File: config.mk
export PLATFORM = sky130hd
export DESIGN_NAME = vga_cmd_pattern_gen_flat
export DESIGN_NICKNAME = d
export VERILOG_FILES = /design/src/rtl/vga_cmd_pattern_gen_pkg.sv /design/src/rtl/vga_cmd_pattern_gen_if.sv /design/src/rtl/vga_cmd_pattern_gen_timing_counter.sv /design/src/rtl/vga_cmd_pattern_gen.sv /design/src/flat_wrapper.sv
export SDC_FILE = /design/constraint.sdc
export NUM_CORES = 1
export LEC_CHECK = 0
export ABC_AREA = 1
export CAP_MARGIN = 5
export CORE_UTILIZATION = 50
export CTS_CLUSTER_DIAMETER = 60
export CTS_CLUSTER_SIZE = 25
export DETAILED_ROUTE_END_ITERATION = 8
export PLACE_DENSITY = 0.66
export SKIP_LAST_GASP = 1
export SYNTH_ARGS = -nofsm -noshare
export SYNTH_HDL_FRONTEND = slang
export SYNTH_SLANG_ARGS = --single-unit
File: constraint.sdc
create_clock -name i_Clk -period 2.27 [get_ports i_Clk]
set_input_delay 0.454 -clock i_Clk [delete_from_list [all_inputs] [get_ports i_Clk]]
set_output_delay 0.454 -clock i_Clk [all_outputs]
set_load 0.05 [all_outputs]
File: src/rtl/vga_cmd_pattern_gen_pkg.sv
// Shared constants and types for the UART-commanded VGA pattern generator.
package vga_cmd_pattern_gen_pkg;

    localparam logic [7:0] OP_PATTERN  = 8'h50;
    localparam logic [7:0] OP_COLOUR   = 8'h43;

    localparam logic [3:0] PAT_BLACK   = 4'd0;
    localparam logic [3:0] PAT_SOLID   = 4'd1;
    localparam logic [3:0] PAT_BARS    = 4'd2;
    localparam logic [3:0] PAT_CHECK   = 4'd3;
    localparam logic [3:0] PAT_BORDER  = 4'd4;
    localparam logic [3:0] PAT_RAMP    = 4'd5;
    localparam logic [3:0] MAX_PATTERN = 4'd5;

    typedef enum logic [2:0] {
        ST_IDLE,
        ST_P_ARG,
        ST_C_R,
        ST_C_G,
        ST_C_B
    } parse_state_t;

    // A pattern argument is valid only with a clear upper nibble and a known index.
    function automatic logic pattern_arg_ok(input logic [7:0] b);
        return (b[7:4] == 4'd0) && (b[3:0] <= MAX_PATTERN);
    endfunction

endpackage

File: src/rtl/vga_cmd_pattern_gen_if.sv
// Byte command stream in, VGA pins and status pulses out.
interface vga_cmd_pattern_gen_if #(
    parameter int VIDEO_WIDTH = 3
);
    logic                   i_RX_DV;
    logic [7:0]             i_RX_Byte;
    logic                   o_HSync;
    logic                   o_VSync;
    logic [VIDEO_WIDTH-1:0] o_Red_Video;
    logic [VIDEO_WIDTH-1:0] o_Grn_Video;
    logic [VIDEO_WIDTH-1:0] o_Blu_Video;
    logic [3:0]             o_Pattern;
    logic                   o_Cmd_Done;
    logic                   o_Cmd_Err;
    logic                   o_Frame_Start;

    modport master (
        output i_RX_DV, i_RX_Byte,
        input  o_HSync, o_VSync, o_Red_Video, o_Grn_Video, o_Blu_Video,
        input  o_Pattern, o_Cmd_Done, o_Cmd_Err, o_Frame_Start
    );

    modport slave (
        input  i_RX_DV, i_RX_Byte,
        output o_HSync, o_VSync, o_Red_Video, o_Grn_Video, o_Blu_Video,
        output o_Pattern, o_Cmd_Done, o_Cmd_Err, o_Frame_Start
    );
endinterface

File: src/rtl/vga_cmd_pattern_gen_timing_counter.sv
// Column/row raster counters with combinational active, sync and end-of-line/frame decode.
module vga_timing_counter #(
    parameter int TOTAL_COLS  = 800,
    parameter int TOTAL_ROWS  = 525,
    parameter int ACTIVE_COLS = 640,
    parameter int ACTIVE_ROWS = 480,
    parameter int H_FRONT     = 18,
    parameter int H_SYNC      = 92,
    parameter int V_FRONT     = 10,
    parameter int V_SYNC      = 2,
    parameter int COL_W       = 10,
    parameter int ROW_W       = 10
) (
    input  logic             i_Clk,
    input  logic             i_Rst_L,
    output logic [COL_W-1:0] o_col,
    output logic [ROW_W-1:0] o_row,
    output logic             o_active,
    output logic             o_hsync_n,
    output logic             o_vsync_n,
    output logic             o_line_end,
    output logic             o_frame_end
);
    localparam logic [COL_W-1:0] COL_LAST = COL_W'(TOTAL_COLS - 1);
    localparam logic [ROW_W-1:0] ROW_LAST = ROW_W'(TOTAL_ROWS - 1);
    localparam logic [COL_W-1:0] COL_ACT  = COL_W'(ACTIVE_COLS);
    localparam logic [ROW_W-1:0] ROW_ACT  = ROW_W'(ACTIVE_ROWS);
    localparam logic [COL_W-1:0] HS_BEG   = COL_W'(ACTIVE_COLS + H_FRONT);
    localparam logic [COL_W-1:0] HS_END   = COL_W'(ACTIVE_COLS + H_FRONT + H_SYNC);
    localparam logic [ROW_W-1:0] VS_BEG   = ROW_W'(ACTIVE_ROWS + V_FRONT);
    localparam logic [ROW_W-1:0] VS_END   = ROW_W'(ACTIVE_ROWS + V_FRONT + V_SYNC);

    logic [COL_W-1:0] r_col;
    logic [ROW_W-1:0] r_row;

    // Raster scan: column wraps into the next row, row wraps at end of frame.
    always_ff @(posedge i_Clk) begin
        if (!i_Rst_L) begin
            r_col <= '0;
            r_row <= '0;
        end else if (r_col == COL_LAST) begin
            r_col <= '0;
            r_row <= (r_row == ROW_LAST) ? '0 : r_row + 1'b1;
        end else begin
            r_col <= r_col + 1'b1;
        end
    end

    assign o_col       = r_col;
    assign o_row       = r_row;
    assign o_active    = (r_col < COL_ACT) && (r_row < ROW_ACT);
    assign o_hsync_n   = !((r_col >= HS_BEG) && (r_col < HS_END));
    assign o_vsync_n   = !((r_row >= VS_BEG) && (r_row < VS_END));
    assign o_line_end  = (r_col == COL_LAST);
    assign o_frame_end = (r_col == COL_LAST) && (r_row == ROW_LAST);

endmodule

File: src/rtl/vga_cmd_pattern_gen.sv
// UART-commanded VGA pattern generator: command parser, frame-synchronous
// pattern/colour update and registered video/sync outputs.
module vga_cmd_pattern_gen
    import vga_cmd_pattern_gen_pkg::*;
#(
    parameter int VIDEO_WIDTH = 3,
    parameter int TOTAL_COLS  = 800,
    parameter int TOTAL_ROWS  = 525,
    parameter int ACTIVE_COLS = 640,
    parameter int ACTIVE_ROWS = 480,
    parameter int H_FRONT     = 18,
    parameter int H_SYNC      = 92,
    parameter int V_FRONT     = 10,
    parameter int V_SYNC      = 2,
    parameter int CHECK_LOG2  = 5
) (
    input  logic                  i_Clk,
    input  logic                  i_Rst_L,
    vga_cmd_pattern_gen_if.slave  vga_bus
);
    // Column is at least 10 bits so the grey ramp can always take col[9 -: VW].
    localparam int COL_W = ($clog2(TOTAL_COLS + 1) > 10) ? $clog2(TOTAL_COLS + 1) : 10;
    localparam int ROW_W = $clog2(TOTAL_ROWS + 1);
    localparam int VW    = VIDEO_WIDTH;

    localparam logic [COL_W-1:0] BAR_LAST = COL_W'(ACTIVE_COLS / 8 - 1);
    localparam logic [COL_W-1:0] COL_EDGE = COL_W'(ACTIVE_COLS - 1);
    localparam logic [ROW_W-1:0] ROW_EDGE = ROW_W'(ACTIVE_ROWS - 1);
    localparam logic [VW-1:0]    CH_MAX   = '1;

    logic [COL_W-1:0] w_col;
    logic [ROW_W-1:0] w_row;
    logic             w_active, w_hsync_n, w_vsync_n, w_line_end, w_frame_end;
    logic [VW-1:0]    w_red, w_grn, w_blu;

    parse_state_t     r_state;
    logic [VW-1:0]    r_sh_r, r_sh_g;
    logic [3:0]       r_pend_pat, r_live_pat;
    logic [VW-1:0]    r_pend_r, r_pend_g, r_pend_b;
    logic [VW-1:0]    r_live_r, r_live_g, r_live_b;
    logic [COL_W-1:0] r_bar_cnt;
    logic [2:0]       r_bar_idx;
    logic             r_done, r_err;
    logic             r_hsync, r_vsync, r_frame_start;
    logic [VW-1:0]    r_red, r_grn, r_blu;

    vga_timing_counter #(
        .TOTAL_COLS (TOTAL_COLS),  .TOTAL_ROWS (TOTAL_ROWS),
        .ACTIVE_COLS(ACTIVE_COLS), .ACTIVE_ROWS(ACTIVE_ROWS),
        .H_FRONT    (H_FRONT),     .H_SYNC     (H_SYNC),
        .V_FRONT    (V_FRONT),     .V_SYNC     (V_SYNC),
        .COL_W      (COL_W),       .ROW_W      (ROW_W)
    ) u_timing (
        .i_Clk      (i_Clk),
        .i_Rst_L    (i_Rst_L),
        .o_col      (w_col),
        .o_row      (w_row),
        .o_active   (w_active),
        .o_hsync_n  (w_hsync_n),
        .o_vsync_n  (w_vsync_n),
        .o_line_end (w_line_end),
        .o_frame_end(w_frame_end)
    );

    // Command parser: argument bytes are consumed by their state, never decoded as opcodes.
    always_ff @(posedge i_Clk) begin
        if (!i_Rst_L) begin
            r_state    <= ST_IDLE;
            r_sh_r     <= '0;
            r_sh_g     <= '0;
            r_pend_pat <= PAT_BLACK;
            r_pend_r   <= '0;
            r_pend_g   <= '0;
            r_pend_b   <= '0;
            r_done     <= 1'b0;
            r_err      <= 1'b0;
        end else begin
            r_done <= 1'b0;
            r_err  <= 1'b0;
            if (vga_bus.i_RX_DV) begin
                case (r_state)
                    ST_IDLE: begin
                        if (vga_bus.i_RX_Byte == OP_PATTERN)     r_state <= ST_P_ARG;
                        else if (vga_bus.i_RX_Byte == OP_COLOUR) r_state <= ST_C_R;
                        else                                     r_err   <= 1'b1;
                    end
                    ST_P_ARG: begin
                        if (pattern_arg_ok(vga_bus.i_RX_Byte)) begin
                            r_pend_pat <= vga_bus.i_RX_Byte[3:0];
                            r_done     <= 1'b1;
                        end else begin
                            r_err <= 1'b1;
                        end
                        r_state <= ST_IDLE;
                    end
                    ST_C_R: begin
                        r_sh_r  <= vga_bus.i_RX_Byte[7 -: VW];
                        r_state <= ST_C_G;
                    end
                    ST_C_G: begin
                        r_sh_g  <= vga_bus.i_RX_Byte[7 -: VW];
                        r_state <= ST_C_B;
                    end
                    ST_C_B: begin
                        r_pend_r <= r_sh_r;
                        r_pend_g <= r_sh_g;
                        r_pend_b <= vga_bus.i_RX_Byte[7 -: VW];
                        r_done   <= 1'b1;
                        r_state  <= ST_IDLE;
                    end
                    default: r_state <= ST_IDLE;
                endcase
            end
        end
    end

    // Pending settings become live only on the last pixel of a frame, so no frame tears.
    always_ff @(posedge i_Clk) begin
        if (!i_Rst_L) begin
            r_live_pat <= PAT_BLACK;
            r_live_r   <= '0;
            r_live_g   <= '0;
            r_live_b   <= '0;
        end else if (w_frame_end) begin
            r_live_pat <= r_pend_pat;
            r_live_r   <= r_pend_r;
            r_live_g   <= r_pend_g;
            r_live_b   <= r_pend_b;
        end
    end

    // Bar index tracks the column in steps of ACTIVE_COLS/8, saturating at 7 past the active area.
    always_ff @(posedge i_Clk) begin
        if (!i_Rst_L || w_line_end) begin
            r_bar_cnt <= '0;
            r_bar_idx <= 3'd0;
        end else if (r_bar_cnt == BAR_LAST) begin
            r_bar_cnt <= '0;
            r_bar_idx <= (r_bar_idx == 3'd7) ? 3'd7 : r_bar_idx + 3'd1;
        end else begin
            r_bar_cnt <= r_bar_cnt + 1'b1;
        end
    end

    // Pattern generator for the current raster position.
    always_comb begin
        w_red = '0;
        w_grn = '0;
        w_blu = '0;
        case (r_live_pat)
            PAT_BLACK: ;
            PAT_SOLID: begin
                w_red = r_live_r;
                w_grn = r_live_g;
                w_blu = r_live_b;
            end
            PAT_BARS: begin
                w_red = {VW{r_bar_idx[0]}};
                w_grn = {VW{r_bar_idx[1]}};
                w_blu = {VW{r_bar_idx[2]}};
            end
            PAT_CHECK: begin
                w_red = {VW{w_col[CHECK_LOG2] ^ w_row[CHECK_LOG2]}};
                w_grn = w_red;
                w_blu = w_red;
            end
            PAT_BORDER: begin
                if (w_row == '0 || w_row == ROW_EDGE || w_col == '0 || w_col == COL_EDGE)
                    w_red = CH_MAX;
                w_grn = w_red;
                w_blu = w_red;
            end
            PAT_RAMP: begin
                w_red = w_col[9 -: VW];
                w_grn = w_red;
                w_blu = w_red;
            end
            default: ;
        endcase
    end

    // Output stage: everything one clock behind the counters, video blanked outside active area.
    always_ff @(posedge i_Clk) begin
        if (!i_Rst_L) begin
            r_hsync       <= 1'b1;
            r_vsync       <= 1'b1;
            r_frame_start <= 1'b0;
            r_red         <= '0;
            r_grn         <= '0;
            r_blu         <= '0;
        end else begin
            r_hsync       <= w_hsync_n;
            r_vsync       <= w_vsync_n;
            r_frame_start <= (w_col == '0) && (w_row == '0);
            r_red         <= w_active ? w_red : '0;
            r_grn         <= w_active ? w_grn : '0;
            r_blu         <= w_active ? w_blu : '0;
        end
    end

    assign vga_bus.o_HSync       = r_hsync;
    assign vga_bus.o_VSync       = r_vsync;
    assign vga_bus.o_Red_Video   = r_red;
    assign vga_bus.o_Grn_Video   = r_grn;
    assign vga_bus.o_Blu_Video   = r_blu;
    assign vga_bus.o_Pattern     = r_live_pat;
    assign vga_bus.o_Cmd_Done    = r_done;
    assign vga_bus.o_Cmd_Err     = r_err;
    assign vga_bus.o_Frame_Start = r_frame_start;

endmodule
File: src/flat_wrapper.sv
// flat-port wrapper written by rule: the top's interface ports become plain ports
module vga_cmd_pattern_gen_flat import vga_cmd_pattern_gen_pkg::*;
#(
    parameter int VIDEO_WIDTH = 3,
    parameter int TOTAL_COLS  = 800,
    parameter int TOTAL_ROWS  = 525,
    parameter int ACTIVE_COLS = 640,
    parameter int ACTIVE_ROWS = 480,
    parameter int H_FRONT     = 18,
    parameter int H_SYNC      = 92,
    parameter int V_FRONT     = 10,
    parameter int V_SYNC      = 2,
    parameter int CHECK_LOG2  = 5
)
  (i_Clk, i_Rst_L, vga_bus_i_RX_DV, vga_bus_i_RX_Byte, vga_bus_o_HSync, vga_bus_o_VSync, vga_bus_o_Red_Video, vga_bus_o_Grn_Video, vga_bus_o_Blu_Video, vga_bus_o_Pattern, vga_bus_o_Cmd_Done, vga_bus_o_Cmd_Err, vga_bus_o_Frame_Start);
  vga_cmd_pattern_gen_if #(.VIDEO_WIDTH(VIDEO_WIDTH)) vga_bus_i ();
  input  logic i_Clk;
  input  logic i_Rst_L;
  input wire logic [$bits(vga_bus_i.i_RX_DV)-1:0] vga_bus_i_RX_DV;
  input wire logic [$bits(vga_bus_i.i_RX_Byte)-1:0] vga_bus_i_RX_Byte;
  output wire logic [$bits(vga_bus_i.o_HSync)-1:0] vga_bus_o_HSync;
  output wire logic [$bits(vga_bus_i.o_VSync)-1:0] vga_bus_o_VSync;
  output wire logic [$bits(vga_bus_i.o_Red_Video)-1:0] vga_bus_o_Red_Video;
  output wire logic [$bits(vga_bus_i.o_Grn_Video)-1:0] vga_bus_o_Grn_Video;
  output wire logic [$bits(vga_bus_i.o_Blu_Video)-1:0] vga_bus_o_Blu_Video;
  output wire logic [$bits(vga_bus_i.o_Pattern)-1:0] vga_bus_o_Pattern;
  output wire logic [$bits(vga_bus_i.o_Cmd_Done)-1:0] vga_bus_o_Cmd_Done;
  output wire logic [$bits(vga_bus_i.o_Cmd_Err)-1:0] vga_bus_o_Cmd_Err;
  output wire logic [$bits(vga_bus_i.o_Frame_Start)-1:0] vga_bus_o_Frame_Start;
  assign vga_bus_i.i_RX_DV = vga_bus_i_RX_DV;
  assign vga_bus_i.i_RX_Byte = vga_bus_i_RX_Byte;
  assign vga_bus_o_HSync = vga_bus_i.o_HSync;
  assign vga_bus_o_VSync = vga_bus_i.o_VSync;
  assign vga_bus_o_Red_Video = vga_bus_i.o_Red_Video;
  assign vga_bus_o_Grn_Video = vga_bus_i.o_Grn_Video;
  assign vga_bus_o_Blu_Video = vga_bus_i.o_Blu_Video;
  assign vga_bus_o_Pattern = vga_bus_i.o_Pattern;
  assign vga_bus_o_Cmd_Done = vga_bus_i.o_Cmd_Done;
  assign vga_bus_o_Cmd_Err = vga_bus_i.o_Cmd_Err;
  assign vga_bus_o_Frame_Start = vga_bus_i.o_Frame_Start;
  vga_cmd_pattern_gen #(.VIDEO_WIDTH(VIDEO_WIDTH), .TOTAL_COLS(TOTAL_COLS), .TOTAL_ROWS(TOTAL_ROWS), .ACTIVE_COLS(ACTIVE_COLS), .ACTIVE_ROWS(ACTIVE_ROWS), .H_FRONT(H_FRONT), .H_SYNC(H_SYNC), .V_FRONT(V_FRONT), .V_SYNC(V_SYNC), .CHECK_LOG2(CHECK_LOG2)) u_core (.i_Clk(i_Clk), .i_Rst_L(i_Rst_L), .vga_bus(vga_bus_i));
endmodule
==> results.toml <==
[setup_path]
cp.arrival_ps = 1640
cpLargestDelayFamily = "buffers and inverters"
worstSetupPathType = "flop to output pin"
crit_required_ps = 1820
start_kind = "flop"
r2r_cells = 8
reg2reg_slack_ps = 440
max_stage_delay_ps = 860
end_kind = "output pin"
critPathBufInv = 1
cp_slowest_cell = "clkdlybuf4s50_1"
rr_endpoint = "u_core.u_timing.o_row[6]"
r2r_start = "u_core.u_timing.o_col[1]"
critPathMaxFanout = 6
cp_cell_sequence = "clkdlybuf4s50_1"

[sta]
final_max_slew_viol_count = 0
fin_skew_ps = 8.393
holdWs_ps = 449.8
slew_headroom_pct = 59.01
setup_violations = 0
tightest_slew_ps = 610.1
finalSetupTns_ps = 0
post-route-period-util_pct = 92.42
rsz0062_at_grt = "false"
maxClockFrequency_mhz = 476.6
min_period_ps = 2098
hold_viol_final = 0

[logic_synthesis]
syn_inst = 533
synth_edf_count = 0
synth_area_leaders = "dfxtp_1 (42%), nor2_1 (8.7%), nand2_1 (8.5%)"
yosysTopAreaCell = "dfxtp_1"
synth_ff_type = "dfxtp_1"
async_flop_share_pct = 0
synth.yosys.warnings = 0
seq_area_frac_synth_pct = 42.49
synthesis.nets = 550
synth.top_cell.area_share_pct = 42.49
synth.distinct_cells = 36
syn_avg_cell_area_um2 = 7.249
syn_area_um2 = 3864
ys_ff_latch = 82

[clocking]
clock_sinks = 82
cts_made_buffers = 9
clock_latency_ps = 350
cts_hold_buf = 0
cts_tree = "done"
clk_pin_slew_ps = 80
cts_resized = 0
cts_setup_buffers = 0
cts-htree-levels = 3
cts-root-buf = "clkbuf_8"
cts_buffer_depth = 2

[place]
gp_congestion = 0.8959
hpwl_mm = 6.055
port_buffers = 28
placed_area_um2 = 4242

[die]
pin_count = 29
row_count = 31
start_util_pct = 52.43
core_um2 = 7370
die_h_um = 89.91
dieArea_um2 = 8083
die_x_um = 89.91

[route]
wl_met2_mm = 3.580
routed-wl-met3_um = 452
wire_per_inst_um = 12.20
drtAntennaViolNets = 0
wl_met1_mm = 4.012
num_vias = 3390
vias_per_cell = 5.067
drtIter0Drc = 155
routed_wl_mm = 8.159
drt_first_pass_iters = 5
drc = 0
top_layer = "met4"

[layout]
drive_above_1_share_pct = 9.123
fin_nets = 583
final_core_util_pct = 60.81
finish.instance_area_um2 = 4482
diodes = 0
synthToLayoutAreaGrowth_pct = 16.00

[global_route]
antenna_found_initial = 0
grt_overflow_total = 0
grtUsageTotal_pct = 21.77
grt_max_degree = 28
grt_pass1_wl_mm = 14.36
first_global_vias = 3131

[min_path]
whs_path_depth = 2
hold_class = "flop to flop"
whs_endpoint = "u_core.r_sh_g[2]"
worstHoldStart = "u_core.r_sh_g[2]"

[outcome]
outcome = "complete, no violations"

[pwr]
vdd_drop_max_v = 0.0004414
power.leakage_uw = 0.001912
p_per_area_nw_per_um2 = 634.0
p_total_uw = 2842

[flow_run]
maxCapViolCount = 0
## Yosys cell counts, types with 2 or more instances
cell type and n:
nor4_1 3, o21ai_0 14, nor2_8 2, a21oi_1 42, and3_1 2, nor3b_1 3, inv_2 5, buf_6 3
nand4_1 10, nand3b_1 2, nor2_1 90, o21bai_1 2, nand2_4 2, nor4_2 2, buf_2 6, a211oi_2 12
dfxtp_1 82, clkbuf_1 4, inv_1 72, nor2_2 3, xor2_1 3, ha_1 6, nor3_1 14, nand3_1 50
nand2_1 88
## per-layer routing
layer	track usage (%)	vias up
li1	-	1791
met1	29.27	1499
met2	34.10	92
met3	5.584	8
met4	7.258	0
met5	0	-
## power by group
| group | total [uW] | switching (uW) | internal [uW] |
|---|---|---|---|
| logic | 129 | 80.6 | 48.4 |
| registers | 1460 | 8.51 | 1450 |
| clock network | 1260 | 502 | 753 |
## worst max path at each step
stage / startpoint / end / slack [ps] / depth (start not counted)
2_1_floorplan: u_core.vga_bus.o_Pattern[0] / u_core.vga_bus.o_Blu_Video[0] / 700 / 6
3_3_place_gp: vga_bus_i_RX_Byte[5] / u_core.vga_bus.o_Cmd_Err / 430 / 7
3_5_place_dp: vga_bus_i_RX_Byte[5] / u_core.vga_bus.o_Cmd_Err / 360 / 7
4_1_cts: u_core.vga_bus.o_Pattern[1] / vga_bus_o_Pattern[1] / 160 / 1
5_1_grt: u_core.vga_bus.o_Pattern[1] / vga_bus_o_Pattern[1] / 110 / 1
6_report: u_core.vga_bus.o_Pattern[1] / vga_bus_o_Pattern[1] / 170 / 1
## registers in the layout, summed over array words and instances (netlist names), 4 cells and up
name / count
u_core.r_bar_cnt: 10
u_core.u_timing.o_row: 10
u_core.u_timing.o_col: 10
u_core.r_pend_pat: 4
u_core.vga_bus.o_Pattern: 4
## through the flow
stage / setup WS, ps / cells
after floorplan: 696.1 / 533
after global placement: 430.7 / 654
after detailed placement: 356.5 / 654
after CTS: 160.5 / 669
after global routing: 110.3 / 669
final: 172.0 / 669
## worst min-delay path: cells and delay by family, from the launching register on
kind | cells | cell delay (ps)
DFF | 1 | 320
AOI/OAI and AO/OA | 1 | 50
buffers and inverters | 1 | 50
## layout make-up
class / instances / area, um2
Clock buffer: 10 / 137.6
Clock inverter: 5 / 102.6
Fill cell: 695 / 2888
Inverter: 77 / 289.0
Multi-Input combinational cell: 360 / 1847
Sequential cell: 82 / 1642
Tap cell: 99 / 123.9
Timing Repair Buffer: 36 / 340.3
## kinds of logic (layout without fill, tap and decap cells)
family | Yosys count | count (layout) | share of synthesized area [%]
XOR/XNOR | 4 | 4 | 0.9069
AO/OA/AOI/OAI | 75 | 75 | 12.40
AND/OR/NAND/NOR | 275 | 275 | 32.55
flip-flops | 82 | 82 | 42.49
adder cells (fa/ha/maj) | 6 | 6 | 1.943
buffers and inverters | 91 | 128 | 9.715
## placed cells by master (no fill, tap or decap), types with 3 or more instances in the layout
cell             Yosys  routed
nor4_1               3       3
nand3_1             50      50
dfxtp_1             82      82
nand2_1             88      88
nand4_1             10      10
clkdlybuf4s50_1      0      28
nor2_1              90      90
bufinv_16            0       3
inv_2                5       5
nor3b_1              3       3
a21oi_1             42      42
buf_4                1       8
clkbuf_8             0      10
inv_1               72      72
o21ai_0             14      14
a211oi_2            12      12
nor2_2               3       3
nor3_1              14      14
xor2_1               3       3
ha_1                 6       6
No activity file was read; power rests on OpenSTA's default activity.
